### src/rtl/debounce_bank.sv
// -----------------------------------------------------------------------------
// debounce_bank
//
// Purpose:
//   A bank of CH independent switch/button debouncers. Each channel has its own
//   four-state FSM (ZERO, WAIT1, ONE, WAIT0) and its own N-bit down counter. A
//   new input level must be seen for 2^N consecutive clk edges before the
//   debounced level follows it. Any opposite sample during a wait aborts the
//   wait; the next wait starts again from a full reload.
//
// Optional feature (compile-time macro DEBOUNCE_BANK_LONGPRESS_EN):
//   Adds an LP_N-bit saturating up counter per channel. It counts while the
//   debounced level is high and pulses long_tick once when it saturates. When
//   the macro is undefined, neither the long_tick port nor the counters exist.
//
// Parameters:
//   CH    number of channels (1..32)
//   N     debounce counter width; settle time is 2^N clk cycles
//   LP_N  long-press counter width (only used with the long-press feature)
//
// Ports:
//   clk        system clock, rising-edge active
//   reset      asynchronous, active-high reset
//   sw         raw switch inputs, already synchronous to clk
//   en         per-channel enable; 0 holds the channel idle at level 0
//   db_level   registered debounced level per channel
//   rise_tick  registered one-cycle pulse on a debounced 0->1 transition
//   fall_tick  registered one-cycle pulse on a debounced 1->0 transition
//   any_tick   OR of every rise_tick and fall_tick bit
//   long_tick  registered one-cycle long-press pulse per channel
//              (only with DEBOUNCE_BANK_LONGPRESS_EN)
// -----------------------------------------------------------------------------
module debounce_bank #(
  parameter int CH   = 4,
  parameter int N    = 21,
  parameter int LP_N = 26
) (
  input  logic          clk,
  input  logic          reset,
  input  logic [CH-1:0] sw,
  input  logic [CH-1:0] en,
  output logic [CH-1:0] db_level,
  output logic [CH-1:0] rise_tick,
  output logic [CH-1:0] fall_tick,
  output logic          any_tick
`ifdef DEBOUNCE_BANK_LONGPRESS_EN
  ,
  output logic [CH-1:0] long_tick
`endif
);

  typedef enum logic [1:0] {
    ZERO  = 2'b00,
    WAIT1 = 2'b01,
    ONE   = 2'b10,
    WAIT0 = 2'b11
  } state_t;

  // Reject configurations the bank is not meant to be built with.
  if (CH < 1 || CH > 32 || N < 1 || LP_N < 1) begin : g_param_check
    $error("debounce_bank: illegal parameter value");
  end

  for (genvar i = 0; i < CH; i++) begin : g_ch

    state_t       state;
    state_t       state_next;
    logic [N-1:0] cnt;
    logic [N-1:0] cnt_next;
    logic [N-1:0] cnt_dec;
    logic         db_q;
    logic         rise_q;
    logic         fall_q;
    logic         rise_next;
    logic         fall_next;
    logic         level_next;

    // The wait ends on the edge whose decremented value reaches zero, so a
    // reload of all ones plus 2^N-1 decrements gives exactly 2^N edges
    // from the first edge that samples the new input level.
    assign cnt_dec    = cnt - 1'b1;
    assign level_next = (state_next == ONE) || (state_next == WAIT0);

    always_ff @(posedge clk or posedge reset) begin
      if (reset) begin
        state  <= ZERO;
        cnt    <= '0;
        db_q   <= 1'b0;
        rise_q <= 1'b0;
        fall_q <= 1'b0;
      end else begin
        state  <= state_next;
        cnt    <= cnt_next;
        db_q   <= level_next;
        rise_q <= rise_next;
        fall_q <= fall_next;
      end
    end

    // A disabled channel is pulled straight to ZERO with a cleared counter;
    // leaving ONE this way is deliberately not reported as a falling edge.
    // Counters are parked at zero outside the wait states.
    always_comb begin
      state_next = state;
      cnt_next   = cnt;
      rise_next  = 1'b0;
      fall_next  = 1'b0;
      if (!en[i]) begin
        state_next = ZERO;
        cnt_next   = '0;
      end else begin
        case (state)
          ZERO: begin
            if (sw[i]) begin
              state_next = WAIT1;
              cnt_next   = '1;
            end
          end
          WAIT1: begin
            if (!sw[i]) begin
              state_next = ZERO;
              cnt_next   = '0;
            end else begin
              cnt_next = cnt_dec;
              if (cnt_dec == '0) begin
                state_next = ONE;
                rise_next  = 1'b1;
              end
            end
          end
          ONE: begin
            if (!sw[i]) begin
              state_next = WAIT0;
              cnt_next   = '1;
            end
          end
          WAIT0: begin
            if (sw[i]) begin
              state_next = ONE;
              cnt_next   = '0;
            end else begin
              cnt_next = cnt_dec;
              if (cnt_dec == '0) begin
                state_next = ZERO;
                fall_next  = 1'b1;
              end
            end
          end
          default: begin
            state_next = ZERO;
            cnt_next   = '0;
          end
        endcase
      end
    end

    assign db_level[i]  = db_q;
    assign rise_tick[i] = rise_q;
    assign fall_tick[i] = fall_q;

`ifdef DEBOUNCE_BANK_LONGPRESS_EN
    logic [LP_N-1:0] lp_cnt;
    logic [LP_N-1:0] lp_next;
    logic [LP_N-1:0] lp_inc;
    logic            long_q;
    logic            long_next;

    assign lp_inc = lp_cnt + 1'b1;

    always_ff @(posedge clk or posedge reset) begin
      if (reset) begin
        lp_cnt <= '0;
        long_q <= 1'b0;
      end else begin
        lp_cnt <= lp_next;
        long_q <= long_next;
      end
    end

    // Counting restarts whenever ONE is (re)entered and runs through ONE and
    // WAIT0. Once saturated it holds, so long_tick fires only on the single
    // increment that lands on the all-ones value. Any path to ZERO, including
    // a disable, clears the counter.
    always_comb begin
      lp_next   = '0;
      long_next = 1'b0;
      if ((state_next == ONE) && (state != ONE)) begin
        lp_next = '0;
      end else if (level_next) begin
        if (lp_cnt != '1) begin
          lp_next   = lp_inc;
          long_next = (lp_inc == '1);
        end else begin
          lp_next = lp_cnt;
        end
      end
    end

    assign long_tick[i] = long_q;
`endif

  end

  assign any_tick = (|rise_tick) | (|fall_tick);

endmodule

### config.mk
export PLATFORM = sky130hd
export DESIGN_NAME = debounce_bank
export DESIGN_NICKNAME = d
export VERILOG_FILES = /design/src/rtl/debounce_bank.sv
export SDC_FILE = /design/constraint.sdc
export NUM_CORES = 1
export LEC_CHECK = 0
export BUFFER_PORTS_ARGS = -buffer_cell sky130_fd_sc_hd__clkbuf_2
export CAP_MARGIN = 20
export CORE_MARGIN = 8
export CORE_UTILIZATION = 40
export CTS_BUF_LIST = sky130_fd_sc_hd__clkbuf_16
export DETAILED_ROUTE_END_ITERATION = 12
export GPL_TIMING_DRIVEN = 0
export SLEW_MARGIN = 20
export SYNTH_ARGS = -nofsm -noshare
export SYNTH_HDL_FRONTEND = slang
export SYNTH_SLANG_ARGS = --single-unit
### constraint.sdc
create_clock -name clk -period 4.7 [get_ports clk]
set_input_delay 1.175 -clock clk [delete_from_list [all_inputs] [get_ports clk]]
set_output_delay 1.175 -clock clk [all_outputs]
set_load 0.05 [all_outputs]
After elaboration in Yosys (flattened, before gate mapping)
Index checks and enable logic that the tools add are counted.
{"block": "totals", "register_bits": 104, "in_bits": 10, "output_inout_bits": 13, "elab_cells": 155}
{"block": "classes", "n_addsub": 4, "n_eq_ne": 28, "mux": 84, "bitwise_logic": 1, "reduce_logical": 18}
{"cell": "21-bit 2-to-1 mux", "n": 20}
{"cell": "21-bit case mux with 4 select lines", "n": 4}
{"cell": "21-bit zero test", "n": 4}
{"cell": "21-bit by 1-bit subtractor with 21-bit output, second input constant", "n": 4}
{"cell": "2-bit 2-to-1 mux", "n": 28}
{"cell": "2-bit == test, second input constant", "n": 16}
{"cell": "2-bit case mux with 4 select lines", "n": 4}
{"cell": "1-bit 2-to-1 mux", "n": 28}
{"cell": "3-bit != test, second input constant", "n": 8}
{"cell": "2-bit by 1-bit == test with 1-bit output, second input constant", "n": 4}
{"cell": "2-bit zero test", "n": 4}
{"cell": "2-bit AND reduction", "n": 4}
{"cell": "4-bit OR reduction", "n": 2}
{"cell": "1-bit logical OR", "n": 4}
{"cell": "1-bit bitwise OR", "n": 1}

Depth between registers and ports, before layout
Gate-level depths: netlist of the first run.
{"block": "depth", "depth_word": 8, "depth_mapped": 10, "mapped_depth_nobuf": 8}

Worst setup path after synthesis of the first run
Ideal clock, no wire load.
{"block": "synth_timing", "path_type": "reg2reg", "startpoint": "register g_ch[1].cnt[0]", "endpoint": "register g_ch[1].rise_q", "setup_ns": 0.095, "t_arrival_ns": 2.586, "required_ns": 4.605, "slack_ns": 2.019, "path_stages_with_launch": 8, "path_buffers": 1, "synth_period_minus_slack_ns": 2.681, "cell_sequence": "dfrtp_1 > or4_1 > buf_2 > or4b_1 > o31a_1 > a2111o_1 > or4_4 > nor4b_2"}
{"block": "synth_between", "elab_chain_cells": 6}
{"element": "from (decl)", "line": "68", "text": "logic [N-1:0] cnt;"}
{"element": "from (signal assigned)", "line": "93", "text": "cnt <= cnt_next;"}
{"element": "21-bit by 1-bit subtractor with 21-bit output", "line": "81", "text": "assign cnt_dec = cnt - 1'b1;"}
{"element": "21-bit zero test", "line": "125", "text": "if (cnt_dec == '0) begin"}
{"element": "1-bit 2-to-1 mux", "line": "125"}
{"element": "1-bit 2-to-1 mux", "line": "120", "text": "if (!sw[i]) begin"}
{"element": "1-bit 2-to-1 mux", "line": "112", "text": "case (state)"}
{"element": "1-bit 2-to-1 mux", "line": "108", "text": "if (!en[i]) begin"}
{"element": "named net g_ch[1].rise_next", "line": "74", "text": "logic rise_next;"}
{"element": "to (signal assigned)", "line": "95", "text": "rise_q <= rise_next;"}
{"element": "to (decl)", "line": "72", "text": "logic rise_q;"}
The timed path passes the listed nets, and every way through them passes these cells.
A chain may end at the register's enable or synchronous reset.

Worst setup path after layout of the first run
{"block": "layout_timing", "startpoint": "register g_ch[0].cnt[0]", "endpoint": "register g_ch[0].fall_q"}
{"block": "layout_between", "elab_chain_cells": 6}
{"element": "from (decl)", "line": "68"}
{"element": "from (signal assigned)", "line": "93"}
{"element": "21-bit by 1-bit subtractor with 21-bit output", "line": "81"}
{"element": "21-bit zero test", "line": "143", "text": "if (cnt_dec == '0) begin"}
{"element": "1-bit 2-to-1 mux", "line": "143"}
{"element": "1-bit 2-to-1 mux", "line": "138", "text": "if (sw[i]) begin"}
{"element": "1-bit 2-to-1 mux", "line": "112"}
{"element": "1-bit 2-to-1 mux", "line": "108"}
{"element": "named net g_ch[0].fall_next", "line": "75", "text": "logic fall_next;"}
{"element": "to (signal assigned)", "line": "96", "text": "fall_q <= fall_next;"}
{"element": "to (decl)", "line": "73", "text": "logic fall_q;"}
The timed path passes the listed nets, and every way through them passes these cells.

==> results.json, run 1 <==
{
  "switching_share_pct": 31.45,
  "yosysSeqAreaShare_pct": 37.19,
  "cts_hold_buf": 0,
  "status": "complete, no violations",
  "leakage_uw": 0.003107,
  "die-area_mm2": 0.02198,
  "synthFlopType": "dfrtp_1",
  "fin_crit_sh_pct": 74.53,
  "syn-num-nets": 871,
  "synth_area_leaders": "dfrtp_1, nor2_1, o21ai_0, a21oi_1, nand2_1",
  "seq_power_share_pct": 42.5,
  "hold_viol_final": 0,
  "layout_min_cycle_time_ps": 3503,
  "setup_violations": 0,
  "critPathMaxStageDelay_ps": 680,
  "timing.fmax_mhz": 285.5,
  "async_flop_share_pct": 100.0,
  "synth_edf_count": 0,
  "netlist-cell-type-count": 75,
  "multi_input_area_mm2": 0.003995,
  "ir_worst_vdd_uv": 198.5,
  "powerDensity_mw_per_mm2": 314.1,
  "clkSinkCount": 104,
  "fp.coreArea_mm2": 0.01718,
  "row_count": 48,
  "netlist.area_leader.share_pct": 37.19,
  "hpwl_um": 12930,
  "grt_max_degree": 72,
  "nets": 905,
  "start_util_pct": 40.74,
  "path_clk_slew_ps": 70,
  "ant_nets": 0,
  "place_area_mm2": 0.007422,
  "yosysTopAreaCell": "dfrtp_1",
  "diodes": 0,
  "grt.met3_usage_pct": 2.856,
  "cts.repair.resized": 0,
  "htree_levels": 3,
  "pwr-share-clk_pct": 36.4,
  "cpMaxStageDelayCell": "nor4b_1",
  "final_util_pct": 45.21,
  "drive_above_1_share_pct": 7.960,
  "path_max_fanout": 10,
  "required_ps": 5000,
  "post-place-ws_ps": 1393,
  "post_cts_buffers": 0,
  "viasPerCell": 5.731,
  "regArea_mm2": 0.002603,
  "port_buffers": 22,
  "clock_skew_ps": 6.205,
  "synthesis.area_mm2": 0.006998,
  "ys_ff_latch": 104,
  "startpoint_type": "flip-flop",
  "drc": 0,
  "path_class": "reg -> reg",
  "rsz0062_at_grt": "false",
  "wl_per_cell_um": 16.69,
  "globalRouteMet1Util_pct": 24.23,
  "root_buffer": "clkbuf_16",
  "switchingPower_uw": 767.2,
  "drtPass1Iterations": 7,
  "worst-path-stages": 9,
  "hold_path_class": "reg -> reg",
  "ios": 23,
  "grt_busiest_layer": "met2",
  "holdPathStages": 1,
  "die_h_um": 148.3,
  "synthCells": 853,
  "path_delay_family": "compound AO/OA/AOI/OAI gates",
  "cap_violations": 0,
  "areaGrowthSynthToFinish_pct": 10.98,
  "worst_slack_ps": 1197,
  "slew_headroom_pct": 39.53,
  "grt_use_met2_pct": 26.42,
  "clk_latency_ps": 360,
  "clk_path_buf_depth": 2,
  "cp.arrival_ps": 3800,
  "p_comb_share_pct": 21.1,
  "internal_power_uw": 1672,
  "tns_ps": 0,
  "tritoncts": "built",
  "slew_violations": 0,
  "synth_warnings": 0,
  "place_congestion": 0.8441,
  "grt_pass1_vias": 5861,
  "path_cells": "clkbuf_1 -> inv_1 -> ha_1 -> nor4b_1 -> nand4_1 -> a2111oi_0 -> o311ai_0 -> a2111oi_0 -> and3b_1",
  "overflow": 0,
  "grt_usage_pct": 17.20,
  "final_area_mm2": 0.007766,
  "fillers": 1767,
  "worst_pin_slew_ps": 884.2,
  "cts_made_buffers": 9,
  "dieWidth_um": 148.3,
  "wl_um": 18650,
  "cp.buffers_inverters": 2,
  "dr.first_iter.drc_count": 668,
  "grt_pass1_wl_um": 31010,
  "crit_top_cell": "a2111oi_0",
  "rr_worst_depth": 9,
  "vias": 6401,
  "avgSynthCellArea_um2": 8.204,
  "antenna_found_initial": 0,
  "critPathCaptureType": "flip-flop"
}
==> logic make-up after synthesis <==
| logic type | Yosys count | share of synthesized area, % |
|---|---|---|
| buffers and inverters | 94 | 5.722 |
| adders and majority gates | 8 | 1.430 |
| and+or+nand+nor | 362 | 28.02 |
| AOI/OAI and AO/OA | 230 | 20.65 |
| xor gates and xnor gates | 49 | 6.133 |
| muxes | 6 | 0.8582 |
| DFF | 104 | 37.19 |
==> worst paths after layout <==
path,startpoint,slack [ps],end
min in group asynchronous,reset,790,g_ch[0].cnt[3]
min,g_ch[1].state[1],570,g_ch[1].rise_q
max in group asynchronous,reset,3250,g_ch[2].cnt[18]
min reg2reg,g_ch[1].state[1],570,g_ch[1].rise_q
max reg2reg,g_ch[0].cnt[0],1200,g_ch[0].fall_q
max,g_ch[0].cnt[0],1200,g_ch[0].fall_q
==> power groups by stage <==
| stage | Sequential (µW) | Combinational (µW) | Clock [µW] |
|---|---|---|---|
| after floorplan | 1030 | 396 | 0 |
| after global placement | 1050 | 504 | 0 |
| after detailed placement | 1050 | 509 | 0 |
| after CTS | 1030 | 512 | 908 |
| after global routing | 1050 | 580 | 938 |
| final | 1040 | 515 | 887 |
==> synth_stat cells (all sizes together) (4+ instances only) <==
cell / instances
ha: 8
xnor2: 27
nor3: 38
or3: 11
a21oi: 62
clkbuf: 53
or2: 5
and4b: 7
nand2: 66
nor4b: 7
inv: 25
o21ai: 64
o31ai: 14
o21a: 8
nand2b: 6
a31oi: 5
o22ai: 16
and2: 21
nor4: 25
a2111oi: 6
nand3: 13
xor2: 22
nor2b: 4
nor2: 102
or4: 13
and3b: 5
nor3b: 6
dfrtp: 104
nand4b: 8
buf: 16
nand4: 10
a22oi: 15
a21boi: 4
a211oi: 6
o31a: 4
mux2i: 6
==> flip-flops by register name, summed over array words and instances (netlist names) <==
signal       flops
g_ch.state       8
g_ch.db_q        4
g_ch.fall_q      4
g_ch.rise_q      4
g_ch.cnt        84
==> per-layer routing <==
metal  part of all wire (%)  up-vias
met3                    5.0       19
met1                     49     3060
li1                       -     3150
met2                     44      172
met5                      0        -
met4                    1.6        0
==> stage by stage <==
step / total power (µW) / std cells / hold WS [ps]
after global routing: 2567 / 1117 / 592.8
after global placement: 1556 / 1100 / 548.6
final: 2439 / 1117 / 565.2
after CTS: 2454 / 1117 / 565.0
after floorplan: 1426 / 853 / 513.3
after detailed placement: 1560 / 1101 / 547.6
==> cells in the final DEF, fill, tap and decap left out, types with 9 or more instances in the layout <==
cell       synthesis  layout
a21oi_1           62      62
a22oi_1           15      15
and2_1            20      20
buf_4             12      12
clkbuf_1          53      53
clkbuf_16          0       9
clkbuf_2           0      22
dfrtp_1          104     104
inv_1             25      24
nand2_1           66      66
nand3_1           13      13
nand4_1           10      10
nor2_1           102     102
nor3_1            36      36
nor4_1            22      22
o21ai_0           64      64
o22ai_1           16      16
o31ai_1           14      14
or3_1             11      11
or4_1             12      12
xnor2_1           27      27
xor2_1            22      22
==> final cells by class <==
type / count / share of cell area [%]
Clock inverter: 7 / 1.531
Clock buffer: 9 / 2.900
Timing Repair Buffer: 23 / 1.772
Tap cell: 225 / 3.625
Inverter: 25 / 1.273
Buffer: 69 / 3.947
Sequential cell: 104 / 33.51
Multi-Input combinational cell: 655 / 51.44
Power figures use the tool's default switching activity.
==> run 2, diff against run 1 <==
Clock period 4.7 ns to 2.9 ns, I/O delays scaled along.
==> run 2 against run 1 <==
Compared with the run above: fmax rose by 24%; clock power rose by 25%; die area did not move; critical path depth fell by 1; core utilization rose by 0.93 points; register-to-register slack got worse by 1100 ps; largest power group unchanged; highest routed layer unchanged.
==> results.json, run 2 (synthesis gave the netlist of run 1 again) <==
{
  "rr_worst_depth": 8,
  "powerDensity_mw_per_mm2": 466.8,
  "cts_made_buffers": 9,
  "row_count": 48,
  "fp.coreArea_mm2": 0.01718,
  "hold_ws_ps": 356.8,
  "areaGrowthSynthToFinish_pct": 13.25,
  "final_common_cell": "nor2_1",
  "drc": 0,
  "layout_min_cycle_time_ps": 2833,
  "top_regs": "g_ch.cnt (84), g_ch.state (8)",
  "diodes": 0,
  "worst_pin_slew_ps": 846.1,
  "leakage_uw": 0.003149,
  "drtPass1Iterations": 8,
  "timing.rr.end": "g_ch[0].state[1]",
  "grt_pass1_wl_um": 31350,
  "fin_crit_sh_pct": 97.68,
  "cap_violations": 0,
  "p_total_uw": 3700,
  "critPathCaptureType": "flip-flop",
  "path_max_fanout": 8,
  "setup_violations": 0,
  "fillers": 1764,
  "clock_skew_ps": 11.18,
  "hold_path_class": "in -> async",
  "slew_violations": 0,
  "wl_um": 19130,
  "startpoint_type": "flip-flop",
  "path_class": "reg -> reg",
  "place_congestion": 0.8731,
  "ant_nets": 0,
  "slew_headroom_pct": 43.19,
  "clk_path_buf_depth": 2,
  "grt_usage_pct": 17.38,
  "dieWidth_um": 148.3,
  "cp.arrival_ps": 3100,
  "grt_pass1_vias": 6039,
  "worstSetupStartpoint": "g_ch[0].cnt[1]",
  "status": "complete, no violations",
  "reg2reg_from": "g_ch[0].cnt[1]",
  "worst-r2r-setup-slack_ps": 70,
  "dr.first_iter.drc_count": 554,
  "final_cell_mix": "nor2_1, dfrtp_1, nand2_1",
  "tritoncts": "built",
  "overflow": 0,
  "ios": 23,
  "hold_viol_final": 0,
  "vias": 6513,
  "port_buffers": 22,
  "wl_per_cell_um": 17.09,
  "antenna_found_initial": 0,
  "grt_max_degree": 33,
  "clk_latency_ps": 360,
  "top_register": "g_ch.cnt",
  "path_clk_slew_ps": 70,
  "start_util_pct": 40.74,
  "ir_worst_vdd_uv": 321.0,
  "timing.fmax_mhz": 353.0,
  "die_h_um": 148.3,
  "viasPerCell": 5.820,
  "htree_levels": 3,
  "hpwl_um": 13130,
  "clkSinkCount": 104,
  "largest_reg_flops": 84,
  "drive_above_1_share_pct": 11.52,
  "nets": 908,
  "root_buffer": "clkbuf_16",
  "die-area_mm2": 0.02198,
  "required_ps": 3170
}
run 2: changes by cell type in the layout (fill, tap and decap cells not counted), sizes merged:
cell | previous run | this run
buf | 17 | 25
clkbuf | 84 | 79
bufinv | 3 | 0
inv | 26 | 28
run 2: metrics by stage:
stage          instances  TNS (ps)  setup slack [ps]  utilization, %  area, µm²
2_1_floorplan        853         0             218.5               -       7002
3_3_place_gp        1100     -1369            -307.8           43.04       7393
3_5_place_dp        1103     -1947            -354.8           43.39       7453
4_1_cts             1118    -226.0            -66.30           45.26       7774
5_1_grt             1119    -38.00            -20.91           46.14       7925
6_report            1119         0             67.29           46.14       7925
run 2: power breakdown:
part	total, µW	leakage (µW)	internal, µW	switching [µW]
combinational	892	0.00167	348	544
clock	1110	0.000135	561	548
sequential	1700	0.00134	1550	148
run 2: area by class of cell:
cell class                      instances  area (µm²)  share of cell area (%)
Tap cell                              225       281.5                   3.552
Timing Repair Buffer                   31       215.2                   2.715
Sequential cell                       104        2609                   32.92
Buffer                                 64       296.5                   3.742
Clock inverter                          6       22.52                  0.2842
Inverter                               25       97.59                   1.231
Clock buffer                            9       225.2                   2.842
Multi-Input combinational cell        655        4178                   52.72
run 2: worst max path at each step:
stage	to	cells after the start	slack (ps)
after floorplan	g_ch[1].rise_q	7	220
after global placement	g_ch[0].rise_q	9	-310
after detailed placement	g_ch[0].fall_q	9	-350
after CTS	g_ch[2].db_q	8	-70
after global routing	g_ch[0].db_q	7	-20
final	g_ch[0].state[1]	8	70
run 2: repair_timing:
action,in CTS,in global routing
hold buffers,0,0
setup endpoints to repair,17,22
pin swaps,1,6
gates resized for setup,11,37
setup buffers,0,6
run 2: critical path, stage by stage (launching register included):
cell	delay, ps
dfrtp_2	470
inv_1	130
ha_1	210
or4b_4	550
nor4_2	360
nand4b_1	150
o31a_1	200
a2111oi_4	440
mux2i_1	240
run 2: routing by layer:
metal	global-route usage (%)	wire length, µm
met3	2.492	689
met1	23.37	9211
met5	0	0
met4	6.374	366
met2	27.85	8858
==> run 3, diff against run 2 <==
--- a/config.mk
+++ b/config.mk
@@ -6,6 +6,6 @@
 export NUM_CORES = 1
 export LEC_CHECK = 0
+export ABC_AREA = 1
 export BUFFER_PORTS_ARGS = -buffer_cell sky130_fd_sc_hd__clkbuf_2
-export CAP_MARGIN = 20
 export CORE_MARGIN = 8
 export CORE_UTILIZATION = 40
==> constraint.sdc (replaced) <==
create_clock -name clk -period 2.9 [get_ports clk]
set_input_delay 0.725 -clock clk [delete_from_list [all_inputs] [get_ports clk]]
set_output_delay 0.725 -clock clk [all_outputs]
set_load 0.005 [all_outputs]
==> run 3 against run 2 <==
Compared with the run above: non-clock buffer count is 44 lower; critical endpoint is now g_ch[2].fall_q; largest cell class unchanged; global-route usage is 1.3 points lower; critical path type unchanged; flip-flop and latch count stayed put.
==> results.json, run 3 <==
{
  "async_flop_share_pct": 100.0,
  "nets": 1104,
  "final_cell_mix": "nand2_1, nor2_1, inv_1",
  "ys_ff_latch": 104,
  "fp.coreArea_mm2": 0.01718,
  "critPathMaxStageDelay_ps": 540,
  "clock_skew_ps": 11.55,
  "dieWidth_um": 147.9,
  "diodes": 0,
  "top_regs": "g_ch.cnt (84), g_ch.state (8)",
  "tritoncts": "built",
  "netlist.area_leader.share_pct": 37.40,
  "switching_share_pct": 33.42,
  "place_congestion": 0.8865,
  "start_util_pct": 40.52,
  "clk_latency_ps": 360,
  "overflow": 0,
  "avgSynthCellArea_um2": 6.628,
  "synthMostInstantiatedCell": "nand2_1",
  "post-place-ws_ps": 291.8,
  "grt_usage_pct": 16.12,
  "synth_warnings": 0,
  "rsz0062_at_grt": "false",
  "required_ps": 3080,
  "pwr-share-clk_pct": 33.9,
  "p_comb_share_pct": 23.3,
  "synth_fa_ha_area_share_pct": 1.438,
  "synth_top_family_by_area": "simple AND/OR/NAND/NOR gates",
  "leakage_uw": 0.003863,
  "synthFlopType": "dfrtp_1",
  "final_common_cell": "nand2_1",
  "switchingPower_uw": 1295,
  "vias": 6444,
  "synthesis.area_mm2": 0.006959,
  "htree_levels": 3,
  "ant_nets": 0,
  "slew_headroom_pct": 57.16,
  "path_class": "reg -> reg",
  "synthCells": 1050,
  "cts_hold_buf": 0,
  "netlist-cell-type-count": 31,
  "status": "complete, no violations",
  "drive_above_1_share_pct": 9.908,
  "synth_edf_count": 0,
  "layout_min_cycle_time_ps": 2510,
  "hold_path_class": "in -> async",
  "ir_worst_vdd_uv": 301.1,
  "antenna_found_initial": 0,
  "hold_ws_ps": 439.8,
  "areaGrowthSynthToFinish_pct": 11.02,
  "synth-compound-area-share_pct": 12.66,
  "syn-num-nets": 1068,
  "worst_slack_ps": 390.1,
  "setup_violations": 0,
  "row_count": 48,
  "viasPerCell": 4.900,
  "yosys.area_share.simple_pct": 35.49,
  "timing.fmax_mhz": 398.4,
  "cpMaxStageDelayCell": "nor4_1",
  "wl_um": 17130,
  "die_h_um": 147.9,
  "cts_made_buffers": 9,
  "root_buffer": "clkbuf_16",
  "synthMuxAreaShare_pct": 0,
  "grt_pass1_vias": 6092,
  "seq_power_share_pct": 42.8,
  "powerDensity_mw_per_mm2": 501.4,
  "yosysTopAreaCell": "dfrtp_1",
  "post_cts_buffers": 0,
  "top_register": "g_ch.cnt",
  "place_area_mm2": 0.007415,
  "clkSinkCount": 104,
  "fin_crit_sh_pct": 86.55,
  "path_cells": "inv_1 -> ha_1 -> nand2_4 -> nor2_8 -> nand2_2 -> nand2_1 -> nand2_2 -> nor2_2 -> nand4_1 -> nor4_1",
  "worst_pin_slew_ps": 641.3,
  "cts.repair.resized": 0,
  "die-area_mm2": 0.02187,
  "tns_ps": 0,
  "wl_per_cell_um": 13.03,
  "port_buffers": 22,
  "internal_power_uw": 2579,
  "drc": 0,
  "synth-xor-area-share_pct": 2.769,
  "grt_pass1_wl_um": 28990,
  "clk_path_buf_depth": 2,
  "final_util_pct": 44.98,
  "cap_violations": 0,
  "path_clk_slew_ps": 70,
  "largest_reg_flops": 84,
  "cp.arrival_ps": 2690,
  "path_max_fanout": 8,
  "slew_violations": 0,
  "synth_common_cells": "nand2_1, nor2_1, inv_1",
  "synth_area_leaders": "dfrtp_1, nand2_1, nor2_1, inv_1, o21ai_0",
  "final_area_mm2": 0.007726,
  "startpoint_type": "flip-flop",
  "hpwl_um": 13220,
  "ios": 23,
  "critPathCaptureType": "flip-flop",
  "grt_max_degree": 29,
  "dr.first_iter.drc_count": 342,
  "crit_top_cell": "nand2_2",
  "hold_viol_final": 0,
  "drtPass1Iterations": 5,
  "yosysSeqAreaShare_pct": 37.40
}
-- run 3: power groups by stage --
stage | clock network (µW) | logic, µW | registers, µW
final | 1310 | 902 | 1660
after global routing | 1400 | 1040 | 1670
after CTS | 1360 | 904 | 1660
after floorplan | 0 | 701 | 1660
after global placement | 0 | 882 | 1680
after detailed placement | 0 | 901 | 1680
-- run 3: per-layer routing --
layer | global-route usage, % | wire length (µm)
met1 | 21.73 | 8481
met5 | 0 | 0
met3 | 3.516 | 657
met4 | 2.856 | 128
met2 | 26.22 | 7865
-- run 3: cell type report --
cell class	count	area (µm²)
Tap cell	225	281.5
Buffer	26	146.4
Multi-Input combinational cell	769	3643
Sequential cell	104	2603
Timing Repair Buffer	25	170.2
Fill cell	1826	9450
Clock inverter	6	86.33
Clock buffer	9	225.2
Inverter	151	570.5
-- run 3: stage by stage --
stage,power (µW),std cells
after floorplan,2357,1050
after global placement,2567,1297
after global routing,4113,1315
after detailed placement,2583,1300
after CTS,3925,1315
final,3874,1315
-- run 3: critical path, delay by kind of cell (launching register included) --
family | cells | cell delay, ps
adder cells (fa/ha/maj) | 1 | 380
buffers and inverters | 1 | 180
flip-flops | 1 | 380
AND/OR/NAND/NOR | 8 | 1410
-- run 3: kinds of logic after synthesis --
family | count (synthesis)
adder cells (fa/ha/maj) | 8
AO/OA/AOI/OAI | 172
flip-flops | 104
buffers and inverters | 177
XOR/XNOR | 22
AND/OR/NAND/NOR | 567
-- run 3: final timing paths --
path | start | to | slack, ps | cells past startpoint
worst max-delay path | g_ch[2].cnt[0] | g_ch[2].fall_q | 390 | 10
worst min-delay path | reset | g_ch[3].cnt[3] | 440 | 2
worst max register to register | g_ch[2].cnt[0] | g_ch[2].fall_q | 390 | 10
worst min register to register | g_ch[0].cnt[20] | g_ch[0].cnt[20] | 530 | 2
max in group asynchronous | reset | g_ch[0].cnt[18] | 1500 | 5
min in group clk | g_ch[0].cnt[20] | g_ch[0].cnt[20] | 530 | 2
